`src/rtl/alu_pkg.sv`:
```
// Shared types for the bit-serial ALU: operation codes and controller states.
package alu_pkg;

    typedef enum logic [2:0] {
        OP_ADD = 3'b000,
        OP_SUB = 3'b001,
        OP_AND = 3'b010,
        OP_OR  = 3'b011,
        OP_XOR = 3'b100
    } op_e;

    typedef enum logic [1:0] {
        IDLE  = 2'd0,
        SHIFT = 2'd1,
        DONE  = 2'd2
    } state_e;

    // Carry/borrow only propagates between bits for the arithmetic ops.
    function automatic logic is_arith(input logic [2:0] op);
        return (op == OP_ADD) || (op == OP_SUB);
    endfunction

endpackage

```
`src/rtl/alu_bit_cell.sv`:
```
// One-bit arithmetic/logic cell: full add, full subtract with borrow, AND, OR, XOR.
// Reserved op codes produce r=0 and c_out=0.
module alu_bit_cell
    import alu_pkg::*;
(
    input  logic       a,
    input  logic       b,
    input  logic       c,
    input  logic [2:0] op,
    output logic       r,
    output logic       c_out
);

    // Per-bit result and carry/borrow out for the selected operation.
    always_comb begin
        r     = 1'b0;
        c_out = 1'b0;
        case (op)
            OP_ADD: begin
                r     = a ^ b ^ c;
                c_out = (a & b) | (a & c) | (b & c);
            end
            OP_SUB: begin
                r     = a ^ b ^ c;
                c_out = (~a & b) | (~a & c) | (b & c);
            end
            OP_AND: r = a & b;
            OP_OR:  r = a | b;
            OP_XOR: r = a ^ b;
            default: begin
                r     = 1'b0;
                c_out = 1'b0;
            end
        endcase
    end

endmodule

```
`src/rtl/serial_alu.sv`:
```
// Bit-serial ALU: WIDTH-bit operands processed LSB-first through a single
// alu_bit_cell, carry/borrow held in a flop between bits. start/busy/done
// handshake; result, cout and zero hold from done until the next accept.
// Optional signed-overflow output enabled by defining SERIAL_ALU_OVF_EN.
module serial_alu
    import alu_pkg::*;
#(
    parameter  int WIDTH = 8,
    localparam int CNT_W = $clog2(WIDTH)
) (
    input  logic             clk,
    input  logic             rst_n,
    input  logic             start,
    input  logic [2:0]       op,
    input  logic [WIDTH-1:0] a,
    input  logic [WIDTH-1:0] b,
    input  logic             cin,
    output logic             busy,
    output logic             done,
    output logic [WIDTH-1:0] result,
    output logic             cout,
    output logic             zero
`ifdef SERIAL_ALU_OVF_EN
    ,
    output logic             ovf
`endif
);

    localparam logic [CNT_W-1:0] LAST_IDX = CNT_W'(WIDTH - 1);

    state_e           state_q,  state_d;
    logic [WIDTH-1:0] a_sh_q,   a_sh_d;
    logic [WIDTH-1:0] b_sh_q,   b_sh_d;
    logic [2:0]       op_q,     op_d;
    logic             c_q,      c_d;
    logic [CNT_W-1:0] idx_q,    idx_d;
    logic [WIDTH-1:0] result_q, result_d;
    logic             cout_q,   cout_d;
    logic             zero_q,   zero_d;
`ifdef SERIAL_ALU_OVF_EN
    logic             ovf_q,    ovf_d;
`endif

    logic cell_r;
    logic cell_c;
    logic accept;

    alu_bit_cell u_cell (
        .a     (a_sh_q[0]),
        .b     (b_sh_q[0]),
        .c     (c_q),
        .op    (op_q),
        .r     (cell_r),
        .c_out (cell_c)
    );

    // A new request is taken whenever no bits are in flight (IDLE or DONE).
    assign accept = start && (state_q != SHIFT);

    // Next-state and datapath: load on accept, shift one bit per SHIFT cycle.
    always_comb begin
        state_d  = state_q;
        a_sh_d   = a_sh_q;
        b_sh_d   = b_sh_q;
        op_d     = op_q;
        c_d      = c_q;
        idx_d    = idx_q;
        result_d = result_q;
        cout_d   = cout_q;
        zero_d   = zero_q;
`ifdef SERIAL_ALU_OVF_EN
        ovf_d    = ovf_q;
`endif
        case (state_q)
            IDLE: state_d = IDLE;
            SHIFT: begin
                a_sh_d   = a_sh_q >> 1;
                b_sh_d   = b_sh_q >> 1;
                c_d      = cell_c;
                result_d = {cell_r, result_q[WIDTH-1:1]};
                idx_d    = idx_q + 1'b1;
                if (idx_q == LAST_IDX) begin
                    state_d = DONE;
                    cout_d  = cell_c;
                    zero_d  = (result_d == '0);
`ifdef SERIAL_ALU_OVF_EN
                    // Carry into the MSB xor carry out of it.
                    ovf_d   = is_arith(op_q) ? (c_q ^ cell_c) : 1'b0;
`endif
                end
            end
            DONE:    state_d = IDLE;
            default: state_d = IDLE;
        endcase
        if (accept) begin
            state_d = SHIFT;
            a_sh_d  = a;
            b_sh_d  = b;
            op_d    = op;
            c_d     = is_arith(op) ? cin : 1'b0;
            idx_d   = '0;
        end
    end

    // State register with synchronous active-low reset.
    always_ff @(posedge clk) begin
        if (!rst_n) begin
            state_q  <= IDLE;
            a_sh_q   <= '0;
            b_sh_q   <= '0;
            op_q     <= '0;
            c_q      <= 1'b0;
            idx_q    <= '0;
            result_q <= '0;
            cout_q   <= 1'b0;
            zero_q   <= 1'b0;
`ifdef SERIAL_ALU_OVF_EN
            ovf_q    <= 1'b0;
`endif
        end else begin
            state_q  <= state_d;
            a_sh_q   <= a_sh_d;
            b_sh_q   <= b_sh_d;
            op_q     <= op_d;
            c_q      <= c_d;
            idx_q    <= idx_d;
            result_q <= result_d;
            cout_q   <= cout_d;
            zero_q   <= zero_d;
`ifdef SERIAL_ALU_OVF_EN
            ovf_q    <= ovf_d;
`endif
        end
    end

    assign busy   = (state_q == SHIFT);
    assign done   = (state_q == DONE);
    assign result = result_q;
    assign cout   = cout_q;
    assign zero   = zero_q;
`ifdef SERIAL_ALU_OVF_EN
    assign ovf    = ovf_q;
`endif

endmodule

```
`config.mk`:
```
export PLATFORM = sky130hd
export DESIGN_NAME = serial_alu
export DESIGN_NICKNAME = d
export VERILOG_FILES = /design/src/rtl/alu_pkg.sv /design/src/rtl/alu_bit_cell.sv /design/src/rtl/serial_alu.sv
export SDC_FILE = /design/constraint.sdc
export NUM_CORES = 1
export LEC_CHECK = 0
export ABC_AREA = 1
export CAP_MARGIN = 15
export CORE_ASPECT_RATIO = 1.2
export CORE_MARGIN = 1
export CORE_UTILIZATION = 40
export DETAILED_ROUTE_END_ITERATION = 6
export GPL_TIMING_DRIVEN = 1
export PLACE_DENSITY = 0.68
export SLEW_MARGIN = 30
export SYNTH_ARGS = -nofsm -noshare
export SYNTH_HDL_FRONTEND = slang
export SYNTH_SLANG_ARGS = --single-unit
```
`constraint.sdc`:
```
create_clock -name clk -period 1.4 [get_ports clk]
set_clock_uncertainty 0.05 [all_clocks]
set_input_delay 0.42 -clock clk [delete_from_list [all_inputs] [get_ports clk]]
set_output_delay 0.42 -clock clk [all_outputs]
set_load 0.01 [all_outputs]
```
---- After elaboration in Yosys (flattened, before gate mapping) ----
Cells that the tools add are included.
Widths: inputs -> output; s select.
word-level totals
  register bits after elaboration ......... 35
  word-level logic and storage cells ...... 58
operators by class
  add/subtract/negate cells ............... 1
  equality and inequality tests ........... 10
  muxes and demuxes ....................... 12
  bitwise operators ....................... 15
  reduce and logical (&&, ||, !) cells .... 10
operators by type and width
  kind                 number
  $mux 8               4
  $logic_not 8->1      1
  $eq 3x1->1 const B   2
  $eq 3x2->1 const B   2
  $eq 3x3->1 const B   2
  $logic_not 3->1      2
  $mux 1               6
  $and 1x1->1          5
  $or 1x1->1           5
  $pmux 1 s4           1
  $reduce_or 2->1      2
  $add 3x1->3 const B  1
  $ne 3x1->1 const B   1
  $not 1->1            3
  $reduce_or 3->1      1
  $eq 2x1->1 const B   1
  $eq 2x2->1 const B   1
  $ne 2x1->1 const B   1
  $pmux 1 s2           1
  $reduce_and 2->1     1
  $reduce_bool 2->1    1
  $xor 1x1->1          2
  $logic_and 1x1->1    1
  $logic_or 1x1->1     1

---- Logic depth before layout (Yosys ltp) ----
Gate-level depths: netlist (run 1).
  word-level depth ........................ 7
  depth in mapped cells ................... 9
  depth with buffers taken out ............ 9

---- Cells and area by module ----
A second synthesis (run 1) with hierarchy kept.
second synthesis, totals
  cell total of the unflattened synthesis .. 244
  area, all modules ....................... 1,687.9 µm²
modules (own cells, without submodules)
  module        instances  cells each  area each (µm²)  seq. area each (µm²)
  serial_alu    1          216         1,542.7          700.7
  alu_bit_cell  1          28          145.1            0.0

---- Least setup slack after synthesis (run 1) ----
No wires, ideal clock.
  kind .................................... register to register
  start ................................... register b_sh_q[0]
  end ..................................... register result_q[7] (netlist: result[7])
  data arrival time ....................... 1,083 ps
  required time ........................... 1,229 ps
  path slack .............................. 147 ps
  cell stages (with the launch flop) ...... 9
  path buffers ............................ 0
  cell sequence ........................... dfxtp_1 > inv_1 > ha_1 > inv_1 > nand2_1 > nand3_1 > nand2_1 > nor2_1 > a21oi_1
between the ends
  longest elaborated chain between the ends .. 3
  elaborated cells on any way between the ends .. 5
  classes of those cells .................. mux: 1; bitwise: 4
ends and longest elaborated chain
  item                    line                                                        text
  start, declared         serial_alu.sv:33                                            logic [WIDTH-1:0] b_sh_q, b_sh_d;
  start signal, assigned  serial_alu.sv:123                                           b_sh_q <= b_sh_d;
  $xor 1x1->1             alu_bit_cell.sv:20, alu_bit_cell.sv:24, alu_bit_cell.sv:29
  $xor 1x1->1             alu_bit_cell.sv:20, alu_bit_cell.sv:24
  $pmux 1 s4 *            alu_bit_cell.sv:18                                          case (op)
  end signal, assigned    serial_alu.sv:127                                           result_q <= result_d;
  end, declared           serial_alu.sv:37                                            logic [WIDTH-1:0] result_q, result_d;
Mark *: on every way between the ends. The rest lies on a longest branch, timed or not.
A chain may end at the register's enable or synchronous reset.

---- Worst setup path in the final report (run 1) ----
  start ................................... register state_q[0]
  end ..................................... output busy
between the ends
  longest elaborated chain between the ends .. 1
ends and longest elaborated chain
  item                    line               text
  start, declared         serial_alu.sv:31   state_e state_q, state_d;
  start signal, assigned  serial_alu.sv:121  state_q <= state_d;
  $eq 2x1->1              serial_alu.sv:136  assign busy = (state_q == SHIFT);
  end, declared           serial_alu.sv:18   output logic busy,
No other way between the ends.

==> impl_results.md, run 1 <==
* Post-synth EDFFs at 0
* Final Cycle Share at between 90% and 100%
* CP max stage delay at between 300 and 400 ps
* Buf/Inv on CP at 2
* Synth top cells by count: nand2_1, dfxtp_1, inv_1
* Yosys warns at 0
* Worst slew pin tran at approximately 240 ps
* CTS root buf: clkbuf_8
* Worst vdd ir at 810.9 uV
* Worst-path clk slew at approximately 70 ps
* Sequential cell area fraction in the yosys report at 42.94%
* Post-Syn Area at roughly 1600 um^2
* Worst-path cell chain: inv_2 -> nor2_4 -> buf_6
* Max Freq at 0.7300 GHz
* Synth area leaders: dfxtp_1, nand2_1, inv_1
* Fin nets at 308
* Drt first pass iters at 4
* Final HPWL DP at roughly 2.6 mm
* Routed vias/inst at 4.621
* Hold_sp: zero
* Setup TNS at 0 ps
* Post-DRT Antenna Nets at 0
* Largest net degree at the start of global routing at 25
* Synth-to-Final Area Change at 38.19%
* Number of remaining DRC errors at 0
* Worst-path fanout max at 3
* Count of final max-slew check failures at 0
* Synth unique cells at 23
* Aggregate global-route resource usage at roughly a fifth
* Mapped Avg Cell Area at ~7.1 um^2
* Width of the die at 60.30 um
* Worst reg2reg path depth at 8
* Share of cells above drive strength 1 at 16.37%
* CP Launch Type: flop
* Hold depth at 2
* Final WL at roughly 3.5 mm
* Synth Flop Type: dfxtp_1
* Core area at just under 4000 um^2
* # Max-Cap Violations at 0
* Sinks on Clock Net at 35
* Type of destination of the critical path: output port
* Hold Path End: zero
* Initial antenna violation count at 0
* LEAKAGE at 0.001100 uW
* Syn Nets at ~260
* Ant diodes at 0
* Ys async rst share at 0%
* I/O Buffers at 34
* CTS tree: done
* Full die area at 4339 um^2
* Routed vias at 1548
* Final core utilization at roughly 58%
* Hold Path Class: reg2reg
* Final hold vios at 0
* Hold buffer count at CTS at 0
* Clock buffer depth at 2
* Hold_ws at 408.9 ps
* Initial drt markers at approximately 50
* First-pass GRT wire length at ~6 mm
* Critical path class: reg2out
* CP delay by family, top: flip-flops
* Seq cells post-synth at 35
* Dominant cell type by area after synthesis: dfxtp_1
* Remaining global-route overflow at 0
* Worst skew pair latency at 290 ps
* Most common cell in the synthesized netlist: nand2_1
* Reg2reg setup slack at around 100 ps
* Worst Path Required at 930 ps
* Arrival @ worst endpoint at about 900 ps
* Tmin final at 1370 ps
* PwrDens at 1071 nW/um^2
* Drt wl/cell at 10.45 um
* Outcome: finished, final reports clean
* Effective utilization at floorplan at 41.73%
* Final setup violation count at 0
* Gpl congestion at 0.8209
* FP Rows at 25
* Synth Instances at roughly 230
* Chip height at 71.96 um
* Total CTS buffers at 5
* RSZ-0062 raised after global routing: yes
* Vias in the first global route at 1414
* Io pins at 35
* Max-slew headroom at the worst pin at 83.93%
* Crit-path slowest cell: dfxtp_4
* Critical R2R Launch: state_q[1]
* Top-area cell type share of the netlist area at 42.94%
* Critical path origin: state_q[0]
* Overall power at 2414 uW
* Worst r2r dst: c_q
* H-tree levels at 2
cell families (layout without fill, tap and decap cells):
group           after synthesis  in the layout  share of synthesized area [%]
compound gates               36             36                          11.96
flops                        35             35                          42.94
buf+inv                      43             95                          11.96
simple gates                109            109                          28.76
fa+ha+maj                     5              5                          3.834
xor+xnor                      1              1                         0.5369
layer usage:
layer / vias to the layer above / part of all wire [%] / global-route usage (%)
met5: - / 0 / 0
met4: 0 / 2.6 / 8.527
met3: 7 / 3.2 / 4.991
met2: 24 / 47 / 28.94
met1: 706 / 47 / 23.95
li1: 811 / - / -
timing repair:
action                     4_1_cts  5_1_grt
pin swaps                        0        1
resized for setup               23       13
setup buffers                    0        0
setup endpoints to repair       13       17
per-stage QoR:
stage                     cells  cell area [um^2]  setup slack (ps)
final                       335              2255             30.08
after global routing        335              2255            -10.48
after CTS                   335              2225             5.006
after detailed placement    327              2116            -263.5
after global placement      327              2116            -238.4
after floorplan             229              1632             146.9
sequential cells by signal, summed over array words and instances, names as in the netlist:
name / cells
a_sh_q: 8
zero: 1
cout: 1
state_q: 2
idx_q: 3
result: 8
c_q: 1
op_q: 3
b_sh_q: 8
placed cells by master, fill, tap and decap left out, types with 2 or more instances in the layout:
master,synthesis,layout
a21oi_1,14,14
buf_4,2,18
clkbuf_8,0,6
clkdlybuf4s15_1,0,4
clkdlybuf4s50_1,0,21
dfxtp_1,35,31
dfxtp_2,0,3
dlygate4sd2_1,0,6
ha_1,5,4
inv_1,32,31
inv_2,2,2
nand2_1,69,69
nand2_2,2,2
nand2_4,3,3
nand3_1,11,11
nand4_1,3,3
nor2_1,18,16
nor2_2,0,2
o211ai_1,6,6
o21ai_0,16,15
worst register-to-register path, cell delays in order, from the launching register on:
cell     delay, ps
dfxtp_2        360
inv_2           50
buf_4          130
nand2_4        100
nand2_4         90
buf_4          160
nor2_1         110
a21oi_1         60
a21oi_1        140
worst max-delay path by stage:
stage / slack (ps) / cells after the start / endpoint
global placement: -240 / 8 / b_sh_q[3]
global route: -10 / 3 / busy
floorplan: 150 / 8 / result[7]
detailed placement: -260 / 8 / b_sh_q[3]
finish: 30 / 3 / busy
CTS: 5 / 3 / busy
power by group:
| group | switching (uW) | internal (uW) | leakage [uW] |
|---|---|---|---|
| logic | 199 | 193 | 0.000750 |
| clock network | 360 | 576 | 0.0000612 |
| registers | 32.2 | 1050 | 0.000289 |
| total | 592 | 1820 | 0.00110 |
cell type report:
cell class,count,area [um^2]
clock buffer,6,82.58
clock inverter,2,35.03
sequential,35,708.2
fill,378,1655
tap,54,67.56
multi-input combinational,151,753.2
timing repair buffer,52,466.7
inverter,35,141.4
(Power assumes the default switching activity.)
==> run 2, diff against run 1 <==
Settings changed: SKIP_LAST_GASP from default to 1.
==> impl_results.md, run 2 (synthesized netlist as in run 1, its figures left out) <==
* Outcome: finished, final reports clean
* Final Worst Setup Slack at 10.56 ps
* Most common cell after layout, fill and taps aside: nand2_1
* Width of the die at 60.30 um
* Hold Path Class: reg2reg
* Type of destination of the critical path: output port
* I/O Buffers at 34
* Count of final max-slew check failures at 0
* Clock buffer depth at 2
* Total CTS buffers at 5
* Effective utilization at floorplan at between 40% and 50%
* Max-slew headroom at the worst pin at 82.30%
* # Max-Cap Violations at 0
* Setup TNS at 0 ps
* CTS root buf: clkbuf_8
* Io pins at 35
* RSZ-0062 raised after global routing: yes
* Worst vdd ir at 809.8 uV
* Fin nets at a little over 300
* Full die area at between 4000 and 5000 um^2
* Largest net degree at the start of global routing at 25
* Routed vias/inst at between 4 and 5
* First-pass GRT wire length at 6.030 mm
* LEAKAGE at 0.001101 uW
* Final setup violation count at 0
* CTS tree: done
* PwrDens at 1070 nW/um^2
* Hold_ws at 409.0 ps
* Post-CTS setup buffers at 0
* Final HPWL DP at 2.582 mm
* Final Cycle Share at 99.25%
* Aggregate global-route resource usage at about a fifth
* Routed vias at 1537
* Final hold vios at 0
* Initial drt markers at 48
* Worst skew pair latency at around 290 ps
* Drt first pass iters at 4
* Worst Path Required at a little over 900 ps
* Critical path class: reg2out
* CP Launch Type: flop
* Chip height at 71.96 um
* Core area at approximately 3900 um^2
* H-tree levels at 2
* Vias in the first global route at 1410
* Drt wl/cell at 10.39 um
* Final WL at 3.481 mm
* Gpl congestion at 0.8209
* Remaining global-route overflow at 0
* Ant diodes at 0
* Final core utilization at between 50% and 60%
* Sinks on Clock Net at 35
* Tmin final at 1389 ps
* Arrival @ worst endpoint at 920 ps
* Worst-path clk slew at 70 ps
* Commonest non-fill, non-tap cells in the layout: nand2_1, inv_1, dfxtp_1
* Worst-path fanout max at 3
* Worst slack, placed at -263.5 ps
* Overall power at 2419 uW
* Synth-to-Final Area Change at 38.50%
* Worst slew pin tran at 264.5 ps
* FP Rows at 25
* Share of cells above drive strength 1 at 16.37%
* Initial antenna violation count at 0
* Max Freq at 0.7197 GHz
* Post-DRT Antenna Nets at 0
* Number of remaining DRC errors at 0
* # fillers at around 380
[run 2: what timing repair did]
action,CTS,global route
gates resized for setup,18,18
cloned,0,0
pin swaps,0,1
endpoints found under the setup margin,13,17
hold buffers,0,0
[run 2: worst paths after layout]
| kind | start | end | slack [ps] | depth (start not counted) |
|---|---|---|---|---|
| worst max-delay path | state_q[0] | busy | 10 | 3 |
| worst min-delay path | zero | zero | 410 | 2 |
| worst max register to register | state_q[1] | c_q | 100 | 8 |
| worst min register to register | zero | zero | 410 | 2 |
[run 2: critical path: stages, from the launching register on]
cell and delay [ps]:
dfxtp_4 370, inv_1 60, nor2_4 90, buf_6 100
[run 2: power by group]
part / internal, uW / switching [uW]
Clock: 576 / 363
Combinational: 193 / 201
Sequential: 1050 / 31.8
[run 2: cell type report]
class                           instances  area (um^2)  share of cell area, %
Multi-Input combinational cell        151        758.2                  33.55
Sequential cell                        35        708.2                  31.34
Timing Repair Buffer                   52        466.7                  20.65
Inverter                               35        141.4                  6.257
Clock buffer                            6        82.58                  3.654
Tap cell                               54        67.56                  2.990
Clock inverter                          2        35.03                  1.550
[run 2: per-layer routing]
metal  GRT usage, %  vias up  share of wire, %
li1               -      811                 -
met1          23.84      689                47
met2          29.06       28                47
met3          4.991        9               3.3
met4          8.527        0               2.7
met5              0        -                 0
[run 2: through the flow]
stage | std cells | area, um^2
floorplan | 229 | 1632
global placement | 327 | 2116
detailed placement | 327 | 2116
CTS | 335 | 2220
global route | 335 | 2260
finish | 335 | 2260
==> run 3, diff against run 2 <==
Settings changed: GPL_TIMING_DRIVEN 1 to 0.
==> impl_results.md, run 3 (synthesized netlist as in run 1, its figures left out) <==
* Outcome: finished, violations left
* Failing checks: setup timing
* Worst-path fanout max at 2
* Initial drt markers at 52
* Fin nets at 299
* Synth-to-Final Area Change at 33.59%
* RSZ-0062 raised after global routing: yes
* Critical path class: reg2out
* CTS root buf: clkbuf_8
* Final Cycle Share at 100.3%
* Clock buffer depth at 2
* Worst-path clk slew at 70 ps
* Width of the die at 60.30 um
* Io pins at 35
* Final HPWL DP at roughly 2.6 mm
* Crit-path slowest cell: dfxtp_4
* Worst-path cell chain: buf_6 -> nor2_2 -> buf_2
* Max Freq at 0.7118 GHz
* Number of remaining DRC errors at 0
* Largest net degree at the start of global routing at 12
* Final hold vios at 0
* Arrival @ worst endpoint at 930 ps
* Hold depth at 2
* Worst skew pair latency at around 280 ps
* Aggregate global-route resource usage at 18.28%
* Critical R2R Launch: state_q[0]
* Hold Path Class: reg2reg
* CP max stage delay at 350 ps
* Worst vdd ir at 805.5 uV
* PwrDens at 1104 nW/um^2
* Routed vias at about 1.5k
* Final setup violation count at 1
* Tmin final at roughly 1400 ps
* Worst slack, placed at -462.0 ps
* Worst reg2reg path depth at 9
* Commonest non-fill, non-tap cells in the layout: nand2_1, inv_1, dfxtp_1
* Remaining global-route overflow at 0
* Final WL at 3.699 mm
* Chip height at 71.96 um
* Reg2reg setup slack at 70 ps
* Ant diodes at 0
* Core area at roughly 3900 um^2
* Drt wl/cell at 11.35 um
* Gpl congestion at around 0.8
* H-tree levels at 2
* Full die area at 4339 um^2
* Effective utilization at floorplan at 41.73%
* # Max-Cap Violations at 0
* CP Launch Type: flop
* Worst r2r dst: b_sh_q[1]
* Drt first pass iters at 4
* Type of destination of the critical path: output port
* Vias in the first global route at 1389
* CTS tree: done
* Max-slew headroom at the worst pin at 69.32%
* Routed vias/inst at 4.601
* Sinks on Clock Net at 35
* Share of cells above drive strength 1 at 15.44%
* Worst Path Required at 930 ps
* Most common cell after layout, fill and taps aside: nand2_1
* Hold_sp: zero
* Hold Path End: zero
* First-pass GRT wire length at 5.968 mm
* Initial antenna violation count at 0
* Total CTS buffers at 5
* Post-DRT Antenna Nets at 0
* Count of final max-slew check failures at 0
* Final Worst Setup Slack at -4.820 ps
* FP Rows at 25
* Worst slew pin tran at approximately 460 ps
* LEAKAGE at 0.001043 uW
* I/O Buffers at 33
* Final core utilization at a little under three fifths
-- run 3: repair_timing --
action / in CTS / in global routing
hold buffers: 0 / 0
resized for setup: 28 / 14
buffers inserted: 2 / 1
pin swaps: 1 / 2
setup endpoints to repair: 20 / 9
-- run 3: critical path: cells and delay by family (launching register included) --
kind | cells | cell delay (ps)
AND/OR/NAND/NOR | 1 | 60
buffers and inverters | 2 | 240
flip-flops | 1 | 350
-- run 3: per-stage QoR --
| step | TNS, ps | cells | instance area, um^2 | power, uW | hold WS, ps |
|---|---|---|---|---|---|
| finish | -4.820 | 326 | 2180 | 2406 | 404.0 |
| global placement | -5207 | 316 | 2029 | 1473 | 392.5 |
| CTS | -231.2 | 326 | 2161 | 2415 | 412.7 |
| global route | -100.3 | 326 | 2180 | 2514 | 442.7 |
| detailed placement | -5314 | 316 | 2029 | 1478 | 403.7 |
| floorplan | 0 | 229 | 1632 | 1321 | 387.9 |
-- run 3: per-layer routing --
metal / wire length (um) / share of wire (%) / global-route usage [%] / vias up
met5: 0 / 0 / 0 / -
met1: 1741 / 47 / 23.12 / 677
met2: 1790 / 48 / 30.40 / 23
met3: 136 / 3.7 / 3.743 / 2
met4: 31 / 0.84 / 6.202 / 0
li1: - / - / - / 798
-- run 3: worst max path at each step --
| stage | from | slack (ps) | to |
|---|---|---|---|
| floorplan | b_sh_q[0] | 150 | result[7] |
| global placement | state_q[0] | -450 | busy |
| detailed placement | state_q[0] | -460 | busy |
| CTS | state_q[0] | -230 | busy |
| global route | state_q[0] | -40 | done |
| finish | state_q[0] | -5 | done |
-- run 3: cell type report --
class	instances	area, um^2
sequential	35	711.9
timing repair buffer	36	341.6
clock inverter	2	35.03
clock buffer	6	82.58
fill	396	1730
tap	54	67.56
buffer	7	51.30
inverter	35	136.4
multi-input combinational	151	753.2
-- run 3: report_power, final --
group          internal (uW)  total, uW  switching, uW
Combinational            175        374            199
Clock                    576        940            364
Sequential              1050       1090           36.5
Total                   1810       2410            599
